[src/rtl/i2c_tx_fifo.sv]
// I2C transmit command FIFO: 10-bit {STOP, START, byte} entries, first-word-fall-through,
// with occupancy, threshold level, soft flush and sticky overflow for the status block.
module i2c_tx_fifo #(
  parameter int DEPTH = 16,
  parameter int AW    = 4
) (
  input  logic          clk,
  input  logic          rst,
  input  logic          fifo_rst,
  input  logic          wr,
  input  logic [9:0]    din,
  input  logic          rd,
  output logic [9:0]    dout,
  output logic          empty,
  output logic          full,
  output logic [AW:0]   occ,
  input  logic [AW:0]   occ_thresh,
  output logic          thresh_irq,
  output logic          ovf,
  input  logic          ovf_clr
);

  logic [9:0]    mem [DEPTH];
  logic [AW-1:0] wr_ptr, rd_ptr;
  logic          rd_ok, push_ok, overflow, flush;

  localparam logic [AW:0] DEPTH_C = (AW+1)'(DEPTH);

  assign flush    = rst | fifo_rst;
  assign rd_ok    = rd & ~empty;
  // A full FIFO still accepts a push when the head is popped in the same cycle.
  assign push_ok  = wr & (~full | rd_ok);
  assign overflow = wr & full & ~rd_ok;

  assign empty      = (occ == '0);
  assign full       = (occ == DEPTH_C);
  assign thresh_irq = (occ <= occ_thresh);
  assign dout       = empty ? 10'h000 : mem[rd_ptr];

  always_ff @(posedge clk) begin
    if (flush) begin
      wr_ptr <= '0;
      rd_ptr <= '0;
      occ    <= '0;
    end else begin
      if (push_ok) wr_ptr <= wr_ptr + 1'b1;
      if (rd_ok)   rd_ptr <= rd_ptr + 1'b1;
      case ({push_ok, rd_ok})
        2'b10:   occ <= occ + 1'b1;
        2'b01:   occ <= occ - 1'b1;
        default: occ <= occ;
      endcase
    end
  end

  // Storage is not reset; a discarded push simply never lands.
  always_ff @(posedge clk) begin
    if (!flush && push_ok) mem[wr_ptr] <= din;
  end

  // Soft flush leaves the sticky flag alone; a new overflow beats a clear.
  always_ff @(posedge clk) begin
    if (rst)                       ovf <= 1'b0;
    else if (!fifo_rst && overflow) ovf <= 1'b1;
    else if (ovf_clr)              ovf <= 1'b0;
  end

endmodule

[config.mk]
export PLATFORM = sky130hd
export DESIGN_NAME = i2c_tx_fifo
export DESIGN_NICKNAME = d
export VERILOG_FILES = /design/src/rtl/i2c_tx_fifo.sv
export SDC_FILE = /design/constraint.sdc
export NUM_CORES = 1
export LEC_CHECK = 0
export ABC_AREA = 1
export CELL_PAD_IN_SITES_DETAIL_PLACEMENT = 1
export CELL_PAD_IN_SITES_GLOBAL_PLACEMENT = 2
export CORE_MARGIN = 4
export CORE_UTILIZATION = 41
export CTS_CLUSTER_SIZE = 20
export DETAILED_ROUTE_END_ITERATION = 12
export PLACE_DENSITY = 0.87
export SKIP_CTS_REPAIR_TIMING = 1
export SLEW_MARGIN = 40
export SYNTH_ARGS = -nofsm -noshare
export SYNTH_HDL_FRONTEND = slang
export SYNTH_SLANG_ARGS = --single-unit
[constraint.sdc]
create_clock -name clk -period 2.13 [get_ports clk]
set_input_delay 0.426 -clock clk [delete_from_list [all_inputs] [get_ports clk]]
set_output_delay 0.426 -clock clk [all_outputs]
set_load 0.02 [all_outputs]
==> results.yml <==
outcome:
  status: "complete, but fails checks"
  violations: "setup timing"
critical_path:
  required_ns: 1.70
  start_kind: "flip-flop"
  end_kind: "output port"
  path_class: "reg -> out"
  worstPathArrival_ns: 2.11
  critPathMaxFanout: 15
synth:
  synth_top_cell_by_area: "edfxtp_1"
  syn_area_um2: 7330
  seq_area_frac_synth: 0.704
  synth-seq-cells: 178
  synth_cell_type_count: 24
  syn_nets: 632
  synthFlopType: "edfxtp_1"
  ys_warn_count: 0
  synth_edf_count: 160
  postSynth.asyncResetShare: 0
  synth_common_cells: "edfxtp_1, nor2_1, o21ai_0"
  synthTopCellsByArea: "edfxtp_1, o21ai_0, nor2_1, dfxtp_1, o221ai_1"
  synthMostInstantiatedCell: "edfxtp_1"
  netlist_instances: 599
  avgSynthCellArea_um2: 12.2
  yosys.area.top_type_share: 0.655
place:
  dp_hpwl_um: 14200
  place.gp.congestion: 0.824
  port_buffers: 39
  numPlacedInstances: 916
  pre_cts_ws_ns: -0.559
final_layout:
  seq_area_um2: 5180
  final_cells: 957
  areaGrowthSynthToFinish_pct: 30.8
  drive_gt1_frac: 0.254
  nets: 753
  post-route-util: 0.551
  multi_input_area_um2: 2060
  fillers: 1758
  antenna_cells: 0
floorplanning:
  die_area_um2: 20100
  dieWidth_um: 142
  io_pins: 40
  fp.dieH_um: 142
  start_util: 0.421
  core_um2: 17400
  rows: 48
timing:
  timing.final.hold_violations: 0
  timing.final.crit_share: 1.19
  fin_ws_ns: -0.404
  setup_violations: 11
  clock_skew_ns: 0.00640
  fmax_ghz: 0.395
  rsz0062_at_grt: "yes"
  max_slew.worst_pin.slew_ns: 0.732
  hold_ws_ns: 0.473
  period_minus_slack_ns: 2.53
  slew_headroom: 0.510
  report.final.slew_viol_count: 0
global_route:
  use_met1: 0.266
  grt-busiest-layer: "met2"
  gr-total-overflow: 0
  grt_max_degree: 31
  met2_usage: 0.381
  grt_pass1_wl_um: 32900
  use_met3: 0.0489
  grtUsageTotal: 0.217
  antenna_found_initial: 0
  grt_pass1_vias: 5861
route:
  dr.pass1.iters: 4
  ant_nets: 0
  drc: 0
  avgRoutedWirePerCell_um: 23.6
  drt_iter0_drc: 407
  vias: 5491
  finalWirelength_um: 22600
  via_per_inst: 5.74
power_and_ir_drop:
  combPwrFrac: 0.112
  ir_worst_vdd_v: 0.000567
  p_seq_frac: 0.504
  fin_total_pwr_w: 0.00762
  intPower_w: 0.00578
  clockPowerShare: 0.384
  p_switching_w: 0.00185
  p_sw_frac: 0.242
  leakage_nw: 3.45
  power.density_nw_per_um2: 795
clocking:
  clockBufferDepth: 2
  path_clk_slew_ns: 0.06
  cts_made_buffers: 17
  h-tree-depth: 4
  cts_root_buf: "clkbuf_16"
  cts_tree: "yes"
  cts.sinks: 178
  insertion_delay_ns: 0.43
worst_hold_path:
  min_path_type: "reg -> reg"
run:
  drv_cap: 0
-- layer usage --
layer  wire length, µm  share of wire
met5                 0              0
met4               624          0.028
met3              1130          0.050
met2             11900           0.53
met1              8960           0.40
-- path summary, 6_finish.rpt --
kind / startpoint / endpoint / slack [ns] / depth (start not counted)
hold / removal: rd_ptr[3] / rd_ptr[3] / 0.47 / 2
setup reg to reg: occ[4] / mem[14][8] / 0.14 / 10
hold reg to reg: rd_ptr[3] / rd_ptr[3] / 0.47 / 2
setup / recovery: flip-flop / dout[5] / -0.40 / 8
-- layout by cell type (no fill, tap or decap), drive strengths merged, types with 6 or more instances in the layout --
| master | netlist | final |
|---|---|---|
| edfxtp | 160 | 160 |
| nor2 | 117 | 117 |
| buf | 9 | 103 |
| o21ai | 97 | 97 |
| inv | 36 | 39 |
| o221ai | 31 | 31 |
| nand3 | 30 | 30 |
| nand2 | 25 | 25 |
| clkdlybuf4s50 | 0 | 22 |
| a21oi | 22 | 22 |
| clkbuf | 23 | 20 |
| dfxtp | 18 | 18 |
| ha | 12 | 12 |
| o22ai | 10 | 10 |
| clkinv | 0 | 8 |
| nand4 | 6 | 6 |
| dlymetal6s2s | 0 | 6 |
-- per-stage QoR --
step | instance area [µm²] | setup TNS [ns]
6_report | 9590 | -3.09
5_1_grt | 9590 | -4.04
4_1_cts | 9160 | -9.84
3_5_place_dp | 8620 | -18.66
3_3_place_gp | 8620 | -8.85
2_1_floorplan | 7330 | 0
-- power groups by stage --
stage / clock network [W] / logic, W / registers (W)
floorplan: 0 / 0.000337 / 0.00392
global placement: 0 / 0.000704 / 0.00391
detailed placement: 0 / 0.000741 / 0.00391
CTS: 0.00295 / 0.000748 / 0.00384
global route: 0.00315 / 0.000914 / 0.00384
finish: 0.00293 / 0.000853 / 0.00384
-- area by class of cell --
| class | count | share of cell area |
|---|---|---|
| Clock buffer | 17 | 0.0444 |
| Clock inverter | 14 | 0.0119 |
| Inverter | 36 | 0.0159 |
| Multi-Input combinational cell | 353 | 0.215 |
| Sequential cell | 178 | 0.540 |
| Tap cell | 225 | 0.0294 |
| Timing Repair Buffer | 134 | 0.143 |
-- cell families (layout without fill, tap and decap cells) --
family / after synthesis / after routing / synth area share
DFF: 178 / 178 / 0.704
xor gates and xnor gates: 1 / 1 / 0.00119
buffers and inverters: 68 / 201 / 0.0363
and+or+nand+nor: 178 / 178 / 0.108
adders and majority gates: 12 / 12 / 0.0205
AOI/OAI and AO/OA: 162 / 162 / 0.130
-- registers in the layout, indices dropped and copies added, names as in the netlist, named ones only --
name / flops
mem: 160
occ: 5
ovf: 1
rd_ptr: 4
wr_ptr: 4
-- worst max-delay path, cell delays in order, from the launching register on --
cell and delay, ns:
dfxtp_4 0.47, clkinv_8 0.12, buf_12 0.17, buf_4 0.16, o21ai_0 0.26, o221ai_1 0.15
nand3_1 0.12, a21oi_1 0.07, buf_4 0.15
(Power assumes the default switching activity.)
